===== src/rtl/can_dma_pkg.sv =====
// Shared field layout, slot layout and FSM encodings for the CAN DMA mover.
// Build option: CAN_DMA_RX_TIMESTAMP_EN adds an RX timestamp word per slot.
package can_dma_pkg;

  localparam int FIELDS_W = 25;

  localparam int F_DLC_LSB   = 0;
  localparam int F_RADDR_LSB = 4;
  localparam int F_MTYPE_BIT = 10;
  localparam int F_HS_LSB    = 11;
  localparam int F_EXP_LSB   = 13;
  localparam int F_CMD_LSB   = 17;

  localparam int SET_VALID_BIT = 31;
  localparam int SET_WRAP_BIT  = 30;

  localparam int SLOT_SET_OFS = 0;
  localparam int SLOT_DAT_OFS = 1;

  typedef struct packed {
    logic [7:0] cmd_data_sign;
    logic [3:0] expand_count;
    logic [1:0] handshake;
    logic       message_type;
    logic [5:0] remote_address;
    logic [3:0] dlc;
  } can_fields_t;

  typedef enum logic [2:0] {
    T_IDLE,
    T_RD_SET,
    T_WAIT_SET,
    T_RD_DAT,
    T_WAIT_DAT,
    T_PRESENT,
    T_SENDING
  } tx_state_t;

  typedef enum logic [2:0] {
    R_IDLE,
    R_WR_DAT,
    R_WAIT_DAT,
    R_WR_SET,
    R_WAIT_SET
  } rx_state_t;

  function automatic can_fields_t decode(
    input logic [FIELDS_W-1:0] w
  );
    can_fields_t d;
    d.cmd_data_sign  = w[F_CMD_LSB +: 8];
    d.expand_count   = w[F_EXP_LSB +: 4];
    d.handshake      = w[F_HS_LSB +: 2];
    d.message_type   = w[F_MTYPE_BIT];
    d.remote_address = w[F_RADDR_LSB +: 6];
    d.dlc            = w[F_DLC_LSB +: 4];
    return d;
  endfunction

  function automatic logic [31:0] set_word(
    input logic                wrap,
    input logic [FIELDS_W-1:0] f
  );
    logic [31:0] w;
    w = '0;
    w[SET_VALID_BIT] = 1'b1;
    w[SET_WRAP_BIT]  = wrap;
    w[FIELDS_W-1:0]  = f;
    return w;
  endfunction

endpackage


===== src/rtl/can_dma_rx_ring.sv =====
// RX ring writer: skid buffer, slot write FSM, head pointer, overflow count.
// Build option: CAN_DMA_RX_TIMESTAMP_EN writes a cycle stamp per slot.
module can_dma_rx_ring
  import can_dma_pkg::*;
#(
  parameter int DATA_WIDTH  = 32,
  parameter int ADDR_WIDTH  = 20,
  parameter int RX_SLOTS    = 8,
  parameter int SLOT_STRIDE = 4,
  parameter logic [ADDR_WIDTH-1:0] RX_BASE = 20'hB0000,
  localparam int PW = $clog2(RX_SLOTS) + 1
) (
  input  logic                  clk_i,
  input  logic                  rst_i,
  input  logic                  rx_frame_ready_i,
  input  logic [FIELDS_W-1:0]   rx_fields_i,
  input  logic [63:0]           rx_data_i,
  input  logic [PW-1:0]         rx_tail_i,
  output logic [PW-1:0]         rx_head_o,
  output logic                  rx_stored_o,
  output logic [7:0]            rx_overflow_cnt_o,
  output logic [ADDR_WIDTH-1:0] addr_wr,
  output logic [DATA_WIDTH-1:0] data_wr,
  output logic                  wr_en,
  input  logic                  wr_done,
  input  logic                  wr_busy
);

  localparam int IW    = PW - 1;
  localparam int WORDS = 64 / DATA_WIDTH;
`ifdef CAN_DMA_RX_TIMESTAMP_EN
  localparam int NWR = WORDS + 1;
`else
  localparam int NWR = WORDS;
`endif

  rx_state_t             st;
  logic [PW-1:0]         tail_q;
  logic [FIELDS_W-1:0]   cur_fields;
  logic [63:0]           dat_sr;
  logic [63:0]           sr_next;
  logic [1:0]            widx;
  logic                  sk_v;
  logic [FIELDS_W-1:0]   sk_fields;
  logic [63:0]           sk_data;
  logic                  full;
  logic [ADDR_WIDTH-1:0] slot_base;
  logic                  ld_go;
  logic                  ld_skid;
  logic                  to_skid;
  logic                  drop;
  logic [FIELDS_W-1:0]   ld_fields;
  logic [63:0]           ld_data;
`ifdef CAN_DMA_RX_TIMESTAMP_EN
  logic [31:0]           ts_cnt;
  logic [31:0]           cur_ts;
  logic [31:0]           sk_ts;
  logic [31:0]           ld_ts;
`endif

  assign full = (rx_head_o[IW-1:0] == tail_q[IW-1:0]) &&
                (rx_head_o[IW] != tail_q[IW]);
  assign slot_base = RX_BASE +
    ADDR_WIDTH'(rx_head_o[IW-1:0]) * ADDR_WIDTH'(SLOT_STRIDE);
  assign wr_en = (st == R_WR_DAT || st == R_WR_SET) && !wr_busy;
  assign sr_next = dat_sr << DATA_WIDTH;

  // A waiting skid frame has priority; a new arrival then refills the skid.
  always_comb begin
    ld_go   = 1'b0;
    ld_skid = 1'b0;
    to_skid = 1'b0;
    drop    = 1'b0;
    if (st == R_IDLE) begin
      if (sk_v && !full) begin
        ld_go   = 1'b1;
        ld_skid = 1'b1;
        to_skid = rx_frame_ready_i;
      end else if (rx_frame_ready_i) begin
        if (!full) begin
          ld_go = 1'b1;
        end else begin
          drop    = 1'b1;
          to_skid = sk_v;
        end
      end
    end else if (rx_frame_ready_i) begin
      if (sk_v) drop = 1'b1;
      else      to_skid = 1'b1;
    end
  end

  assign ld_fields = ld_skid ? sk_fields : rx_fields_i;
  assign ld_data   = ld_skid ? sk_data   : rx_data_i;
`ifdef CAN_DMA_RX_TIMESTAMP_EN
  assign ld_ts     = ld_skid ? sk_ts     : ts_cnt;
`endif

  always_ff @(posedge clk_i or negedge rst_i) begin
    if (!rst_i) begin
      st                <= R_IDLE;
      tail_q            <= '0;
      rx_head_o         <= '0;
      rx_stored_o       <= 1'b0;
      rx_overflow_cnt_o <= '0;
      addr_wr           <= '0;
      data_wr           <= '0;
      cur_fields        <= '0;
      dat_sr            <= '0;
      widx              <= '0;
      sk_v              <= 1'b0;
      sk_fields         <= '0;
      sk_data           <= '0;
`ifdef CAN_DMA_RX_TIMESTAMP_EN
      ts_cnt            <= '0;
      cur_ts            <= '0;
      sk_ts             <= '0;
`endif
    end else begin
      tail_q      <= rx_tail_i;
      rx_stored_o <= 1'b0;
`ifdef CAN_DMA_RX_TIMESTAMP_EN
      ts_cnt      <= ts_cnt + 32'd1;
`endif
      if (to_skid) begin
        sk_v      <= 1'b1;
        sk_fields <= rx_fields_i;
        sk_data   <= rx_data_i;
`ifdef CAN_DMA_RX_TIMESTAMP_EN
        sk_ts     <= ts_cnt;
`endif
      end else if (ld_skid) begin
        sk_v <= 1'b0;
      end
      if (drop && rx_overflow_cnt_o != 8'hFF)
        rx_overflow_cnt_o <= rx_overflow_cnt_o + 8'd1;
      case (st)
        R_IDLE: if (ld_go) begin
          st         <= R_WR_DAT;
          cur_fields <= ld_fields;
          dat_sr     <= ld_data;
          data_wr    <= ld_data[63 -: DATA_WIDTH];
          addr_wr    <= slot_base + ADDR_WIDTH'(SLOT_DAT_OFS);
          widx       <= '0;
`ifdef CAN_DMA_RX_TIMESTAMP_EN
          cur_ts     <= ld_ts;
`endif
        end
        R_WR_DAT: if (!wr_busy) st <= R_WAIT_DAT;
        R_WAIT_DAT: if (wr_done) begin
          if (widx == 2'(NWR - 1)) begin
            st      <= R_WR_SET;
            addr_wr <= slot_base + ADDR_WIDTH'(SLOT_SET_OFS);
            data_wr <= DATA_WIDTH'(
              set_word(rx_head_o[IW], cur_fields));
          end else begin
            st      <= R_WR_DAT;
            widx    <= widx + 2'd1;
            addr_wr <= addr_wr + ADDR_WIDTH'(1);
            dat_sr  <= sr_next;
            data_wr <= sr_next[63 -: DATA_WIDTH];
`ifdef CAN_DMA_RX_TIMESTAMP_EN
            if (widx == 2'(WORDS - 1))
              data_wr <= DATA_WIDTH'(cur_ts);
`endif
          end
        end
        R_WR_SET: if (!wr_busy) st <= R_WAIT_SET;
        R_WAIT_SET: if (wr_done) begin
          st          <= R_IDLE;
          rx_head_o   <= rx_head_o + PW'(1);
          rx_stored_o <= 1'b1;
        end
        default: st <= R_IDLE;
      endcase
    end
  end

endmodule


===== src/rtl/can_dma_mailbox.sv =====
// DMA frame mover: TX mailbox fetch FSM plus the RX ring writer.
// Build option: CAN_DMA_RX_TIMESTAMP_EN (RX slot timestamp word).
module can_dma_mailbox
  import can_dma_pkg::*;
#(
  parameter int DATA_WIDTH   = 32,
  parameter int ADDR_WIDTH   = 20,
  parameter int TX_MAILBOXES = 4,
  parameter int RX_SLOTS     = 8,
  parameter int SLOT_STRIDE  = 4,
  parameter logic [ADDR_WIDTH-1:0] TX_BASE = 20'hA0000,
  parameter logic [ADDR_WIDTH-1:0] RX_BASE = 20'hB0000,
  localparam int MW = $clog2(TX_MAILBOXES),
  localparam int PW = $clog2(RX_SLOTS) + 1
) (
  input  logic                  clk_i,
  input  logic                  rst_i,
  input  logic                  tx_send_i,
  input  logic [MW-1:0]         tx_mbox_i,
  output logic                  tx_reject_o,
  output logic                  tx_done_o,
  output logic                  tx_pending_o,
  input  logic                  tx_busy_i,
  input  logic                  frame_sent_i,
  output logic [FIELDS_W-1:0]   tx_fields_o,
  output logic [63:0]           tx_data_o,
  input  logic                  rx_frame_ready_i,
  input  logic [FIELDS_W-1:0]   rx_fields_i,
  input  logic [63:0]           rx_data_i,
  input  logic [PW-1:0]         rx_tail_i,
  output logic [PW-1:0]         rx_head_o,
  output logic                  rx_stored_o,
  output logic [7:0]            rx_overflow_cnt_o,
  output logic [ADDR_WIDTH-1:0] addr_rd,
  output logic                  rd_en,
  input  logic [DATA_WIDTH-1:0] data_rd,
  input  logic                  rd_done,
  input  logic                  rd_busy,
  output logic [ADDR_WIDTH-1:0] addr_wr,
  output logic [DATA_WIDTH-1:0] data_wr,
  output logic                  wr_en,
  input  logic                  wr_done,
  input  logic                  wr_busy
);

  localparam int WORDS = 64 / DATA_WIDTH;

  tx_state_t                tx_state;
  logic [1:0]               widx;
  logic [63+DATA_WIDTH:0]   shifted;

  // Data words arrive MSB-first, so each one shifts in from the bottom.
  assign shifted      = {tx_data_o, data_rd};
  assign rd_en        = (tx_state == T_RD_SET ||
                         tx_state == T_RD_DAT) && !rd_busy;
  assign tx_pending_o = (tx_state == T_PRESENT);

  always_ff @(posedge clk_i or negedge rst_i) begin
    if (!rst_i) begin
      tx_state    <= T_IDLE;
      tx_reject_o <= 1'b0;
      tx_done_o   <= 1'b0;
      tx_fields_o <= '0;
      tx_data_o   <= '0;
      addr_rd     <= '0;
      widx        <= '0;
    end else begin
      tx_reject_o <= tx_send_i && (tx_state != T_IDLE);
      tx_done_o   <= 1'b0;
      case (tx_state)
        T_IDLE: if (tx_send_i) begin
          tx_state <= T_RD_SET;
          addr_rd  <= TX_BASE + ADDR_WIDTH'(tx_mbox_i) *
                      ADDR_WIDTH'(SLOT_STRIDE);
        end
        T_RD_SET: if (!rd_busy) tx_state <= T_WAIT_SET;
        T_WAIT_SET: if (rd_done) begin
          tx_state    <= T_RD_DAT;
          tx_fields_o <= decode(data_rd[FIELDS_W-1:0]);
          addr_rd     <= addr_rd + ADDR_WIDTH'(1);
          widx        <= '0;
        end
        T_RD_DAT: if (!rd_busy) tx_state <= T_WAIT_DAT;
        T_WAIT_DAT: if (rd_done) begin
          tx_data_o <= shifted[63:0];
          if (widx == 2'(WORDS - 1)) begin
            tx_state <= T_PRESENT;
          end else begin
            tx_state <= T_RD_DAT;
            widx     <= widx + 2'd1;
            addr_rd  <= addr_rd + ADDR_WIDTH'(1);
          end
        end
        T_PRESENT: if (tx_busy_i) tx_state <= T_SENDING;
        T_SENDING: if (frame_sent_i) begin
          tx_state  <= T_IDLE;
          tx_done_o <= 1'b1;
        end
        default: tx_state <= T_IDLE;
      endcase
    end
  end

  can_dma_rx_ring #(
    .DATA_WIDTH  (DATA_WIDTH),
    .ADDR_WIDTH  (ADDR_WIDTH),
    .RX_SLOTS    (RX_SLOTS),
    .SLOT_STRIDE (SLOT_STRIDE),
    .RX_BASE     (RX_BASE)
  ) u_rx (
    .clk_i             (clk_i),
    .rst_i             (rst_i),
    .rx_frame_ready_i  (rx_frame_ready_i),
    .rx_fields_i       (rx_fields_i),
    .rx_data_i         (rx_data_i),
    .rx_tail_i         (rx_tail_i),
    .rx_head_o         (rx_head_o),
    .rx_stored_o       (rx_stored_o),
    .rx_overflow_cnt_o (rx_overflow_cnt_o),
    .addr_wr           (addr_wr),
    .data_wr           (data_wr),
    .wr_en             (wr_en),
    .wr_done           (wr_done),
    .wr_busy           (wr_busy)
  );

endmodule


===== config.mk =====
export PLATFORM = sky130hd
export DESIGN_NAME = can_dma_mailbox
export DESIGN_NICKNAME = d
export VERILOG_FILES = /design/src/rtl/can_dma_pkg.sv /design/src/rtl/can_dma_rx_ring.sv /design/src/rtl/can_dma_mailbox.sv
export SDC_FILE = /design/constraint.sdc
export NUM_CORES = 1
export LEC_CHECK = 0
export BUFFER_PORTS_ARGS = -buffer_cell sky130_fd_sc_hd__clkbuf_2
export CORE_MARGIN = 2
export CORE_UTILIZATION = 56
export CTS_CLUSTER_DIAMETER = 120
export DETAILED_ROUTE_END_ITERATION = 10
export GPL_TIMING_DRIVEN = 0
export HOLD_SLACK_MARGIN = 0.15
export PLACE_DENSITY = 0.8
export SKIP_CTS_REPAIR_TIMING = 1
export SYNTH_ARGS = -nofsm -noshare
export SYNTH_HDL_FRONTEND = slang
export SYNTH_HIERARCHICAL = 1
export SYNTH_SLANG_ARGS = --single-unit
export TNS_END_PERCENT = 20

===== constraint.sdc =====
create_clock -name clk_i -period 3.99 [get_ports clk_i]
set_input_delay 0.399 -clock clk_i [delete_from_list [all_inputs] [get_ports clk_i]]
set_output_delay 0.399 -clock clk_i [all_outputs]
set_load 0.02 [all_outputs]

==> parameters.txt <==
Parameter                              Value

Status
  Run status ... finished, final reports clean

Cells and area
  Area added between synthesis and finish ... 27.8%
  Fill cell instance count of the final layout ... ~1800
  Net count of the finished layout ... 1816
  Post-route cell area ... 19700 sq um
  Share of post-route cells with drive strength above 1 ... 37.9%
  End-of-flow core utilization ... ~73%

Clock network
  TritonCTS Buffers ... 37
  CTS Buffer Depth ... 3
  CTS H-Tree Depth ... 2
  Clock transition time at the flip-flop clock pins of the worst setup and hold paths ... 0.06 ns
  TritonCTS Sinks ... 337
  Root buffer cell ... sky130_fd_sc_hd__clkbuf_16
  Clk Latency, worst-skew pair ... ~0.51 ns
  CTS tree ... done

Hold path
  Cells on Worst Hold Path ... 2
  Worst min-delay path endpoint ... u_rx/sk_data[32]$_DFFE_PN0P_
  Start point of the worst hold path ... rx_data_i[32]
  Type of the tightest min-delay check ... primary input to register

Routing
  Count of TritonRoute iterations in the first routing pass ... 5
  Via density per instance ... ~5.8
  WL final ... 41700 um
  Total number of vias ... 11932
  Per-cell routed wire length ... roughly 20 um
  Number of DRC violations after detailed routing ... 0
  Remaining antenna violation count after routing ... 0
  Initial detailed-routing violation count ... 828

Synthesis
  Top FF cell, synth ... sky130_fd_sc_hd__dfrtp_1
  Syn Std Cell Area ... 15400 sq um
  Fraction of synthesis flops using an asynchronous set or reset pin ... 100%
  Count of distinct cell types in the synthesized netlist ... around 80
  Leading post-synthesis cells by cell area ... sky130_fd_sc_hd__dfrtp_1 (55%), sky130_fd_sc_hd__mux2_2 (8.8%), sky130_fd_sc_hd__mux2i_1 (5.9%)
  Area share of the leading cell type in the synthesized netlist ... between 50% and 60%
  EDFF count, synth ... 0
  Seq/Total Area, Yosys ... 54.7%
  Number of nets in the synthesized netlist ... 1364
  Average instance area after synthesis ... 12.6 sq um
  Cell type contributing the most total cell area after synthesis ... sky130_fd_sc_hd__dfrtp_1
  FF+latch count, synth ... 337
  Yosys warnings ... 6
  Cells after Synth ... between 1000 and 1500

Worst setup path
  Critical-path maximum fanout ... 10
  Critical path arrival ... 3.02 ns
  Crit path required time ... 4.38 ns
  Worst Reg-to-Reg Cells ... 7
  Largest stage delay on the critical path ... 0.48 ns
  Critical setup path kind ... register to register
  Critical path, cell by cell ... buf_2 > nor3_2 > nor2_1 > o21ai_2 > buf_2 > buf_2 > mux2_2
  Launching instance or port of the critical path ... u_rx/st[2]$_DFFE_PN0P_
  Worst Setup End Kind ... register
  Launching element type of the critical path ... register
  Launching point of the worst reg2reg path ... u_rx/st[2]$_DFFE_PN0P_
  Cell with the biggest individual delay on the critical path ... sky130_fd_sc_hd__o21ai_2
  Reg2reg setup slack ... 1.36 ns
  Capturing point of the worst reg2reg path ... u_rx/sk_fields[16]$_DFFE_PN0P_
  Most Frequent Cell on Critical Path ... sky130_fd_sc_hd__buf_2

Power
  Worst voltage drop across the vdd grid ... 0.585 mV
  P_leak ... ~9.5 nW
  Proportion of power drawn by combinational gates ... between 40% and 50%
  Power after layout ... about 0.016 W
  Clk network pwr share ... about a fifth
  Psw ... 0.00627 W
  Relative contribution of sequential cells to total power ... 36.0%
  Switching Share ... about two fifths
  Power density over cell area ... a little over 800 nW/um^2
  Internal power of the cells ... slightly above 0.01 W

Placement
  Placed instance area ... around 18000 sq um
  Port Buffer Count ... 315
  Gpl congestion ... 0.870
  Sum of net half-perimeters after detailed placement ... 27800 um

STA
  Clock Skew ... between 0.01 and 0.015 ns
  Final Hold Vio Count ... 0
  Number of setup violations in the final report ... 0
  Post-route minimum period ... about 2.6 ns
  Pin slew with the least headroom to its limit ... 0.790 ns
  Fin crit share ... 65.9%
  Headroom to the max-slew limit ... around 47%
  Setup repair after global routing missed its margin ... false
  Fmax ... roughly 380 MHz
  Total count of max-transition violations in the final report ... 0

GRT
  Total global routing overflow ... 0
  Number of global-route vias before repair ... 11465
  Initial antenna violation count ... 7
  Global-route wire length before repair ... 61200 um
  Maximum number of pins on one net before global-route repair ... around 120
  Overall Global Routing Usage ... between 20% and 30%

Floorplan
  Die span in y ... 170 um
  Ports placed on the boundary ... between 300 and 400
  Die span in x ... 170 um
  Initial standard-cell utilization of the core ... a little under three fifths
  Core box area ... about 27000 sq um
  Die area ... 28900 sq um
  Rows ... 60

Run
  Max-cap violations ... 0
## cells by family after synthesis
family / Yosys count / share of synthesized area (%)
compound gates: 260 / 11.8
mux: 272 / 20.6
fa+ha+maj: 6 / 0.487
simple gates: 233 / 7.87
buf+inv: 97 / 3.67
xor+xnor: 16 / 0.957
flops: 337 / 54.7
## per-stage QoR
step | hold WS [ns] | std cells | setup slack (ns) | TNS [ns]
3_3_place_gp | 0.458 | 1877 | -4.69 | -1565.25
6_report | 0.143 | 2044 | 1.36 | 0
2_1_floorplan | 0.103 | 1221 | 1.97 | 0
4_1_cts | -0.251 | 1943 | 1.39 | 0
3_5_place_dp | 0.296 | 1880 | 1.39 | 0
5_1_grt | 0.140 | 2041 | 1.26 | 0
## cell type report
cell class | instances | area, sq um | share of cell area [%]
plain buffers | 83 | 513 | 2.60
inverters | 14 | 52.6 | 0.267
well taps | 341 | 427 | 2.16
multi-input cells | 787 | 6420 | 32.6
flip-flops and latches | 337 | 8430 | 42.8
repair buffers | 413 | 2620 | 13.3
diodes | 6 | 15.0 | 0.0762
clock inverters | 12 | 139 | 0.704
clock buffers | 51 | 1090 | 5.53
## cells in the mapped netlist, types with 16 or more instances
master and count:
sky130_fd_sc_hd__mux2_2 120, sky130_fd_sc_hd__nor2_1 35, sky130_fd_sc_hd__a21oi_1 40, sky130_fd_sc_hd__clkbuf_1 20, sky130_fd_sc_hd__o21ai_0 53, sky130_fd_sc_hd__a22o_1 28, sky130_fd_sc_hd__o22ai_1 27, sky130_fd_sc_hd__a31oi_1 16
sky130_fd_sc_hd__nor3_1 17, sky130_fd_sc_hd__nand3_1 27, sky130_fd_sc_hd__o2bb2ai_1 31, sky130_fd_sc_hd__mux2i_1 91, sky130_fd_sc_hd__nand2_1 87, sky130_fd_sc_hd__mux2_4 60, sky130_fd_sc_hd__buf_2 34, sky130_fd_sc_hd__dfrtp_1 337
## power by group through the flow
stage,registers (W),clock network [W],logic (W)
2_1_floorplan,0.00642,0,0.00410
3_3_place_gp,0.00577,0,0.00660
3_5_place_dp,0.00584,0,0.00681
4_1_cts,0.00582,0.00350,0.00685
5_1_grt,0.00602,0.00365,0.00751
6_report,0.00588,0.00345,0.00699
## worst max path at each step
stage                                      to  slack [ns]  cells after the start
2_1_floorplan    u_rx/data_wr[24]$_DFFE_PN0P_        1.97                      7
3_3_place_gp      tx_fields_o[14]$_DFFE_PN0P_       -4.69                      1
3_5_place_dp   u_rx/sk_fields[16]$_DFFE_PN0P_        1.39                      7
4_1_cts        u_rx/sk_fields[16]$_DFFE_PN0P_        1.39                      7
5_1_grt        u_rx/sk_fields[19]$_DFFE_PN0P_        1.26                      7
6_report       u_rx/sk_fields[16]$_DFFE_PN0P_        1.36                      7
## state kept, by name (all words and copies together), names as in the netlist, 3 cells and up
signal and count:
u_rx/sk_fields 25, u_rx/tail_q 4, u_rx/rx_head_o 4, tx_data_o 64, addr_rd 20, u_rx/sk_data 64, tx_state 3, u_rx/rx_overflow_cnt_o 8
u_rx/addr_wr 20, u_rx/cur_fields 25, u_rx/st 3, u_rx/dat_sr 32, tx_fields_o 25, u_rx/data_wr 32
## per-layer routing
metal	track usage (%)	vias to the layer above	wire, um
met5	0	-	26
met4	8.77	4	1050
met3	6.77	87	3180
met2	44.5	494	20700
met1	34.4	5937	16800
li1	-	5410	-
## worst max-delay path: cells and delay by family, from the launching register on
family / cells / cell delay [ns]
compound gates: 1 / 0.48
simple gates: 2 / 0.43
flops: 1 / 0.36
buf+inv: 3 / 0.87
mux: 1 / 0.37
## placed cells by master, fill, tap and decap left out, drive strengths merged, types with 9 or more instances in the layout
cell and instances:
a31oi 16, nand4 14, o22ai 27, nor2 37, mux2 181, a22o 28
nand3 27, clkbuf 387, inv 14, xor2 9, o21ai 56, nand2 89
a21oi 40, buf 65, nor3 20, o2bb2ai 31, dfrtp 337, mux2i 91
o31ai 15, clkinv 9, dlygate4sd3 95
Note: power is estimated with default switching activity, not from simulation.
